File: src/rtl/seg7_scan_mux.sv
// seg7_scan_mux
// Time-multiplexed multi-digit hex 7-segment driver. Each digit owns a slot of
// CLK_DIV clocks: the first BLANK_CYCLES are a guard with every digit dark, the
// rest drive the selected digit. Display data is double-buffered: loads go to
// a pending copy that is promoted to the active copy once per frame, so a whole
// frame is always drawn from one snapshot. All outputs are registered and are
// computed from the next-cycle state so segments and digit enables change on
// the same edge.

module seg7_scan_mux #(
    parameter int NUM_DIGITS     = 4,
    parameter int CLK_DIV        = 1000,
    parameter int BLANK_CYCLES   = 2,
    parameter int SEG_ACTIVE_LOW = 0,
    parameter int DIG_ACTIVE_LOW = 1
) (
    input  logic                      clk_in,
    input  logic                      rst_n_in,
    input  logic [4*NUM_DIGITS-1:0]   bin_data,
    input  logic                      load_in,
    input  logic [NUM_DIGITS-1:0]     blank_mask,
    input  logic                      lz_blank_in,
    output logic [6:0]                o_seg,
    output logic [NUM_DIGITS-1:0]     o_dig,
    output logic                      o_frame_done
);

    localparam int CW = (CLK_DIV > 1) ? $clog2(CLK_DIV) : 1;
    localparam int IW = (NUM_DIGITS > 1) ? $clog2(NUM_DIGITS) : 1;

    localparam logic [CW-1:0] CNT_LAST   = CW'(CLK_DIV - 1);
    localparam logic [CW-1:0] GUARD_LAST = CW'(BLANK_CYCLES - 1);
    localparam logic [IW-1:0] IDX_LAST   = IW'(NUM_DIGITS - 1);

    // Pin-level "nothing lit" / "no digit selected" values after polarity.
    localparam logic [6:0]            SEG_OFF = (SEG_ACTIVE_LOW != 0) ? 7'h7F : 7'h00;
    localparam logic [NUM_DIGITS-1:0] DIG_OFF = (DIG_ACTIVE_LOW != 0) ? {NUM_DIGITS{1'b1}}
                                                                      : {NUM_DIGITS{1'b0}};

    typedef enum logic {
        ST_GUARD = 1'b0,
        ST_ON    = 1'b1
    } state_t;

    // Scan sequencing
    state_t                  state_reg;
    state_t                  state_next;
    logic [CW-1:0]           cnt_reg;
    logic [CW-1:0]           cnt_next;
    logic [IW-1:0]           idx_reg;
    logic [IW-1:0]           idx_next;
    logic                    cnt_wrap;
    logic                    idx_last;
    logic                    frame_start;

    // Double-buffered display data
    logic [4*NUM_DIGITS-1:0] pend_data_reg;
    logic [NUM_DIGITS-1:0]   pend_mask_reg;
    logic                    pend_lz_reg;
    logic [4*NUM_DIGITS-1:0] act_data_reg;
    logic [NUM_DIGITS-1:0]   act_mask_reg;
    logic                    act_lz_reg;
    logic [4*NUM_DIGITS-1:0] act_data_next;
    logic [NUM_DIGITS-1:0]   act_mask_next;
    logic                    act_lz_next;

    // Output datapath
    logic [NUM_DIGITS-1:0]   blank_vec;
    logic [3:0]              nibble;
    logic [6:0]              seg_raw;
    logic [6:0]              seg_next;
    logic [NUM_DIGITS-1:0]   dig_next;
    logic                    frame_done_next;

    // Hex to active-high segment pattern, bit6 = A ... bit0 = G.
    function automatic logic [6:0] hex_to_seg(input logic [3:0] value);
        logic [6:0] seg;
        case (value)
            4'h0:    seg = 7'h7E;
            4'h1:    seg = 7'h30;
            4'h2:    seg = 7'h6D;
            4'h3:    seg = 7'h79;
            4'h4:    seg = 7'h33;
            4'h5:    seg = 7'h5B;
            4'h6:    seg = 7'h5F;
            4'h7:    seg = 7'h70;
            4'h8:    seg = 7'h7F;
            4'h9:    seg = 7'h7B;
            4'hA:    seg = 7'h77;
            4'hB:    seg = 7'h1F;
            4'hC:    seg = 7'h4E;
            4'hD:    seg = 7'h3D;
            4'hE:    seg = 7'h4F;
            default: seg = 7'h47;
        endcase
        return seg;
    endfunction

    // Next slot position, guard/on phase and frame-start promotion of pending data.
    always_comb begin
        cnt_wrap    = (cnt_reg == CNT_LAST);
        idx_last    = (idx_reg == IDX_LAST);
        frame_start = (idx_reg == '0) && (cnt_reg == '0);

        cnt_next = cnt_wrap ? '0 : cnt_reg + 1'b1;
        if (cnt_wrap) begin
            idx_next = idx_last ? '0 : idx_reg + 1'b1;
        end else begin
            idx_next = idx_reg;
        end

        state_next = state_reg;
        case (state_reg)
            ST_GUARD: if (cnt_reg == GUARD_LAST) state_next = ST_ON;
            ST_ON:    if (cnt_wrap)              state_next = ST_GUARD;
            default:                             state_next = ST_GUARD;
        endcase

        // The active copy used by the rest of the frame is the pending copy
        // as it stood before this cycle's load, so a load landing exactly on
        // the frame-start cycle waits for the following frame.
        if (frame_start) begin
            act_data_next = pend_data_reg;
            act_mask_next = pend_mask_reg;
            act_lz_next   = pend_lz_reg;
        end else begin
            act_data_next = act_data_reg;
            act_mask_next = act_mask_reg;
            act_lz_next   = act_lz_reg;
        end

        frame_done_next = cnt_wrap && idx_last;
    end

    // Per-digit darkening: explicit mask, or leading zero above digit 0.
    genvar gi;
    generate
        for (gi = 0; gi < NUM_DIGITS; gi++) begin : g_blank
            if (gi == 0) begin : g_lsd
                assign blank_vec[gi] = act_mask_next[gi];
            end else begin : g_upper
                assign blank_vec[gi] = act_mask_next[gi] |
                    (act_lz_next & (act_data_next[4*NUM_DIGITS-1:4*gi] == '0));
            end
        end
    endgenerate

    // Segment and digit-enable values for the upcoming cycle, polarity applied.
    always_comb begin
        nibble  = act_data_next[{idx_next, 2'b00} +: 4];
        seg_raw = 7'h00;
        if ((state_next == ST_ON) && !blank_vec[idx_next]) begin
            seg_raw = hex_to_seg(nibble);
        end
        seg_next = (SEG_ACTIVE_LOW != 0) ? ~seg_raw : seg_raw;

        dig_next = '0;
        if (state_next == ST_ON) begin
            dig_next = NUM_DIGITS'(1) << idx_next;
        end
        if (DIG_ACTIVE_LOW != 0) begin
            dig_next = ~dig_next;
        end
    end

    // Scan FSM with registered pin outputs; reset darkens the display at once.
    always_ff @(posedge clk_in or negedge rst_n_in) begin
        if (!rst_n_in) begin
            state_reg    <= ST_GUARD;
            cnt_reg      <= '0;
            idx_reg      <= '0;
            o_seg        <= SEG_OFF;
            o_dig        <= DIG_OFF;
            o_frame_done <= 1'b0;
        end else begin
            state_reg    <= state_next;
            cnt_reg      <= cnt_next;
            idx_reg      <= idx_next;
            o_seg        <= seg_next;
            o_dig        <= dig_next;
            o_frame_done <= frame_done_next;
        end
    end

    // Pending capture on load and once-per-frame promotion to the active copy.
    always_ff @(posedge clk_in or negedge rst_n_in) begin
        if (!rst_n_in) begin
            pend_data_reg <= '0;
            pend_mask_reg <= '0;
            pend_lz_reg   <= 1'b0;
            act_data_reg  <= '0;
            act_mask_reg  <= '0;
            act_lz_reg    <= 1'b0;
        end else begin
            if (load_in) begin
                pend_data_reg <= bin_data;
                pend_mask_reg <= blank_mask;
                pend_lz_reg   <= lz_blank_in;
            end
            act_data_reg <= act_data_next;
            act_mask_reg <= act_mask_next;
            act_lz_reg   <= act_lz_next;
        end
    end

endmodule

File: config.mk
export PLATFORM = sky130hd
export DESIGN_NAME = seg7_scan_mux
export DESIGN_NICKNAME = d
export VERILOG_FILES = /design/src/rtl/seg7_scan_mux.sv
export SDC_FILE = /design/constraint.sdc
export NUM_CORES = 1
export LEC_CHECK = 0
export BUFFER_PORTS_ARGS = -buffer_cell sky130_fd_sc_hd__buf_2
export CORE_UTILIZATION = 60
export CTS_CLUSTER_SIZE = 16
export DETAILED_ROUTE_END_ITERATION = 10
export GPL_ROUTABILITY_DRIVEN = 0
export PLACE_DENSITY_LB_ADDON = 0.1
export SYNTH_ARGS = -nofsm -noshare
export SYNTH_HDL_FRONTEND = slang
export SYNTH_SLANG_ARGS = --single-unit
File: constraint.sdc
create_clock -name clk_in -period 7.81 [get_ports clk_in]
set_input_delay 0.3905 -clock clk_in [delete_from_list [all_inputs] [get_ports clk_in]]
set_output_delay 0.3905 -clock clk_in [all_outputs]
set_load 0.03 [all_outputs]
==> summary.md, run 1 <==
| Metric | Value |
|---|---|
| Synth unique cells | 61 |
| Io pins | 36 |
| Ys flop type | dfrtp_1 |
| Die Wd | 78.2 um |
| Initial antenna violation count | 0 |
| Syn nets | 326 |
| Hold WS | 0.207 ns |
| Total clock sinks | 67 |
| Non-filler instance count after layout | 401 |
| Placed Cells | 385 |
| Synth Register Bits | 67 |
| FF+latch area | 1680 um2 |
| Post-DRT Antenna Nets | 0 |
| Placed Area | 3630 um2 |
| Area leader, netlist | dfrtp_1 |
| Total power | 779 uW |
| Post-cts resize count | 0 |
| Reg2reg path depth | 10 |
| # Post-CTS Setup Buffers | 0 |
| Fin util | 69.8% |
| Worst slew pin tran | 0.824 ns |
| Clock buffer depth | 2 |
| Global route overflow | 0 |
| Minimum clock period | 3.51 ns |
| Final period util | 45.0% |
| Synth top area share | 45.2% |
| Met3 Use GR | 3.84% |
| Max IR drop VDD | 0.137 mV |
| Footprint of the multi-input gates | 1610 um2 |
| Die Y | 78.2 um |
| Share of cells above drive strength 1 | 35.9% |
| Worst skew pair latency | 0.34 ns |
| Leak | 1.81 nW |
| Met1 usage | 34.3% |
| I/O Buffers | 35 |
| Die Area | 6120 um2 |
| H-tree Lvls | 3 |
| First-pass GRT wire length | 11400 um |
| Outcome | finished clean |
| Finish-stage setup viols | 0 |
| CP Data Arrival Time | 3.74 ns |
| Post-synthesis instance total | 291 |
| Total Wirelength | 6700 um |
| Reg-to-reg startpoint | cnt_reg[0]$_DFF_PN0_ |
| CP Class | flop to flop |
| Total of max-cap violations | 0 |
| TritonRoute pass-1 iters | 4 |
| Layout net count | 359 |
| CTS tree | yes |
| Post-Syn Area per Cell | 12.0 um2 |
| Ant diodes | 0 |
| Setup slack after layout | 4.30 ns |
| DR vias/cell | 5.83 |
| Area contributors post-synth | dfrtp_1 45%, mux2_2 10%, ha_1 3.9% |
| Critical Path, Cell by Cell | ha_1 -> inv_1 -> nor3_4 -> mux2i_2 -> mux2i_1 -> mux2i_2 -> inv_1 -> ha_1 -> nor3b_1 -> a2111oi_2 |
| Post-DP HPWL | 4670 um |
| Vias in the first global route | 2396 |
| RSZ-0062 raised after global routing | no |
| Starting Density | 62.9% |
| CP required | 8.04 ns |
| Commonest cells in the netlist | 63 x dfrtp_1, 31 x mux2_2, 18 x inv_1, 18 x nand2_1 |
| Vias | 2336 |
| TNS Setup | 0 ns |
| Post-Syn Area | 3480 um2 |
| GR Util All Layers | 24.7% |
| Final routed DRC violation total | 0 |
| CORE AREA | 5540 um2 |
| Min-delay worst type | input pin to async pin |
| Number of flops mapped to enable cells by yosys | 0 |
| Yosys warns | 0 |
| Row cnt | 27 |
| Family with the most delay on the worst path | multiplexers |
| Starting DRC count in detailed routing | 130 |
| Root buf cell | clkbuf_8 |
| Cts hold-fix bufs | 0 |
| Clock-pin slew on the worst setup and hold paths | 0.07 ns |
| Design area | 3870 um2 |
| TritonCTS buffer count | 9 |
| Worst Setup End Kind | flop |
| Fin. max-slew vios | 0 |
| Routed len/inst | 16.7 um |
| Sequential-to-total area share from yosys stat | 48.3% |
| Slowest-stage cell, CP | mux2i_2 |
| Sequential share of power | 48.6% |
| Largest net degree at the start of global routing | 68 |
| Sw frac | 23.4% |
| Slew margin rel. | 45.1% |
| Final hold viol count | 0 |
| Max Clk Rate | 0.285 GHz |
| Pint | 597 uW |
| P&R area growth vs syn | 11.0% |
| CP Launch Type | flop |
| M2 GR Usage | 37.5% |
| Pwr/cell area | 201 nW/um2 |
| Clock power frac | 42.4% |
| Filler cell count | 420 |
| R2R Setup Slk | 4.30 ns |
| Setup Skew | 0.00729 ns |
| Reg2reg end | o_seg[6]$_DFF_PN0_ |
| Async SR Flop Fraction | 100% |
| Gate power share | 9.0% |
| Place WS | 4.29 ns |
| GRT busiest layer | met2 |
| Most instantiated library cell after synthesis | dfrtp_1 |
| NetSw | 182 uW |
| CP bufs+invs | 2 |
| CP Max Fanout | 12 |
| Crit path largest cell delay | 0.55 ns |
[worst max path at each step]
| stage | from | cells after the start | slack (ns) | endpoint |
|---|---|---|---|---|
| floorplan | cnt_reg[0]$_DFF_PN0_ | 10 | 5.07 | o_seg[6]$_DFF_PN0_ |
| global placement | cnt_reg[0]$_DFF_PN0_ | 10 | 4.52 | o_seg[6]$_DFF_PN0_ |
| detailed placement | cnt_reg[0]$_DFF_PN0_ | 10 | 4.29 | o_seg[6]$_DFF_PN0_ |
| CTS | cnt_reg[0]$_DFF_PN0_ | 10 | 4.26 | o_seg[6]$_DFF_PN0_ |
| global route | cnt_reg[0]$_DFF_PN0_ | 10 | 3.96 | o_seg[6]$_DFF_PN0_ |
| finish | cnt_reg[0]$_DFF_PN0_ | 10 | 4.30 | o_seg[6]$_DFF_PN0_ |
[power groups by stage]
stage	Sequential, mW	Clock (mW)	Combinational (mW)
after global routing	0.380	0.351	0.0782
after floorplan	0.389	0	0.0387
after detailed placement	0.385	0	0.0702
after CTS	0.378	0.337	0.0710
after global placement	0.384	0	0.0684
final	0.378	0.330	0.0704
[layout by cell type, fill, tap and decap left out, types with 3 or more instances in the layout]
cell type,n
or4_1,3
a311oi_1,4
nor4_2,4
mux2_2,31
nand3_1,6
dfstp_2,4
nor4_1,9
mux2_4,6
clkbuf_8,11
o21ai_0,11
or2_2,5
buf_2,35
xor2_1,4
inv_1,18
ha_1,11
o31a_1,4
o22ai_1,4
dfrtp_1,63
nor3_1,3
a211oi_1,3
nor2_1,9
mux2i_1,9
nand2_1,18
[worst reg2reg max path, delay by kind of cell, from the launching register on]
family	cells	cell delay, ns
flops	1	0.41
mux	3	1.05
fa+ha+maj	2	0.72
compound gates	1	0.36
simple gates	2	0.51
buf+inv	2	0.35
[cell families after synthesis]
logic type,synth area share (%)
adder cells (fa/ha/maj),3.95
buffers and inverters,5.49
AND/OR/NAND/NOR,15.8
AO/OA/AOI/OAI,9.01
XOR/XNOR,1.51
flip-flops,48.3
multiplexers,16.0
[routing by layer]
metal | up-vias | part of all wire (%)
li1 | 1120 | -
met1 | 1133 | 48
met2 | 70 | 46
met3 | 13 | 4.5
met4 | 0 | 2.4
met5 | - | 0
[layout make-up]
class,instances,share of cell area [%]
Sequential cell,67,43.5
Tap cell,72,2.33
Clock buffer,11,3.91
Inverter,18,1.75
Multi-Input combinational cell,192,41.7
Timing Repair Buffer,36,4.72
Clock inverter,5,2.17
Power figures use the tool's default switching activity.
==> run 2, diff against run 1 <==
- CORE_UTILIZATION: 60 -> 53
- clock period: 7.81 -> 2.9 ns (I/O delays scaled with it)
==> summary.md, run 2 (synthesized netlist as in run 1, its figures left out) <==
| Metric | Value |
|---|---|
| Leak | 1.98 nW |
| I/O Buffers | 35 |
| Vias in the first global route | 2410 |
| Starting Density | 54.9% |
| Reg2reg end | o_seg[0]$_DFF_PN0_ |
| Placed Cells | 410 |
| Fin. max-slew vios | 0 |
| Row cnt | 29 |
| Slew margin rel. | 47.8% |
| Layout net count | 388 |
| Final period util | 95.6% |
| CORE AREA | 6350 um2 |
| Root buf cell | clkbuf_8 |
| CTS tree | yes |
| CP Max Fanout | 10 |
| Starting DRC count in detailed routing | 129 |
| Total clock sinks | 67 |
| CP Launch Type | flop |
| Final routed DRC violation total | 0 |
| Reg-to-reg startpoint | cnt_reg[1]$_DFF_PN0_ |
| Post-DRT Antenna Nets | 0 |
| CP Data Arrival Time | 3.01 ns |
| Global route overflow | 0 |
| P&R area growth vs syn | 19.9% |
| GR Util All Layers | 21.9% |
| Filler cell count | 506 |
| WHS Endpoint | pend_data_reg[2]$_DFFE_PN0P_ |
| Min-delay worst type | input pin to flop |
| Commonest non-fill, non-tap cell in the layout | dfrtp_1 |
| Total Wirelength | 7170 um |
| Post-DP HPWL | 4980 um |
| Worst slew pin tran | 0.784 ns |
| CP Class | flop to flop |
| Max IR drop VDD | 0.253 mV |
| H-tree Lvls | 3 |
| Total of max-cap violations | 0 |
| First-pass GRT wire length | 11600 um |
| Non-filler instance count after layout | 435 |
| Worst hold path depth | 3 |
| Vias | 2466 |
| Outcome | finished clean |
| Largest net degree at the start of global routing | 35 |
| Finish-stage setup viols | 0 |
| Die Y | 83.1 um |
| Die Wd | 83.1 um |
| Placed Area | 3810 um2 |
| Die Area | 6900 um2 |
| Most frequent cells in the layout | 61 x dfrtp_1, 35 x buf_2, 31 x mux2_2 |
| Final hold viol count | 0 |
| Worst skew pair latency | 0.34 ns |
| Clock-pin slew on the worst setup and hold paths | 0.07 ns |
| Io pins | 36 |
| Ant diodes | 0 |
| Worst hold start | bin_data[2] |
| Minimum clock period | 2.77 ns |
| CP required | 3.14 ns |
| TritonCTS buffer count | 9 |
| Share of cells above drive strength 1 | 42.2% |
| Setup Skew | 0.00621 ns |
| R2R Setup Slk | 0.13 ns |
| Initial antenna violation count | 0 |
| Pwr/cell area | 502 nW/um2 |
| Reg2reg path depth | 12 |
| DR vias/cell | 5.67 |
| TritonRoute pass-1 iters | 4 |
| Design area | 4180 um2 |
| Max Clk Rate | 0.361 GHz |
| Worst Setup End Kind | flop |
| Routed len/inst | 16.5 um |
| Clock buffer depth | 2 |
| Origin of the worst setup path | cnt_reg[1]$_DFF_PN0_ |
run 2: cell types whose count changed in the layout (fill, tap and decap cells not counted), sizes merged:
cell         previous run  this run
clkinvlp                2         1
clkbuf                 11        13
buf                    36        63
inv                    19        18
dlygate4sd3             0         1
clkinv                  0         1
run 2: worst max-delay path by stage:
stage | slack [ns] | end
2_1_floorplan | 0.16 | o_seg[6]$_DFF_PN0_
3_3_place_gp | 0.14 | o_seg[2]$_DFF_PN0_
3_5_place_dp | 0.06 | o_seg[0]$_DFF_PN0_
4_1_cts | 0.07 | o_seg[0]$_DFF_PN0_
5_1_grt | -0.007 | o_seg[0]$_DFF_PN0_
6_report | 0.13 | o_seg[0]$_DFF_PN0_
run 2: stage by stage:
step	worst slack, ns	TNS, ns	hold WS (ns)	util [%]	total power [mW]
5_1_grt	-0.00668	-0.00834	0.0163	65.8	2.18
3_5_place_dp	0.0630	0	0.270	60.1	1.23
6_report	0.128	0	0.0141	65.8	2.10
4_1_cts	0.0736	0	0.000258	63.8	2.12
3_3_place_gp	0.139	0	0.257	60.1	1.23
2_1_floorplan	0.160	0	-0.151	-	1.15
run 2: final cells by class:
cell class | count | area [um2] | area share [%]
Clock buffer | 12 | 155 | 3.71
Inverter | 18 | 67.6 | 1.62
Multi-Input combinational cell | 192 | 1660 | 39.7
Sequential cell | 67 | 1680 | 40.3
Clock inverter | 4 | 72.6 | 1.74
Tap cell | 77 | 96.3 | 2.31
Timing Repair Buffer | 65 | 445 | 10.7
run 2: timing repair:
item | 4_1_cts | 5_1_grt
endpoints found under the hold margin | 33 | 0
resized for setup | 0 | 9
hold buffers | 1 | 0
setup buffers | 0 | 7
setup endpoints to repair | 0 | 5
run 2: per-layer routing:
metal,global-route usage (%),wire (um)
met4,9.72,125
met3,4.57,210
met5,0,0
met2,34.3,3370
met1,29.3,3460
run 2: report_power, final:
part | switching [mW] | internal, mW
clock network | 0.351 | 0.530
registers | 0.0287 | 0.989
logic | 0.107 | 0.0915
run 2: critical path, cell delays in order, from the launching register on:
cell	delay, ns
dfrtp_1	0.39
inv_1	0.08
ha_1	0.19
and2_1	0.19
nand3_4	0.13
buf_12	0.14
mux2_2	0.35
mux2i_2	0.17
mux2_4	0.21
inv_1	0.08
ha_1	0.22
mux2_4	0.28
a221oi_1	0.23
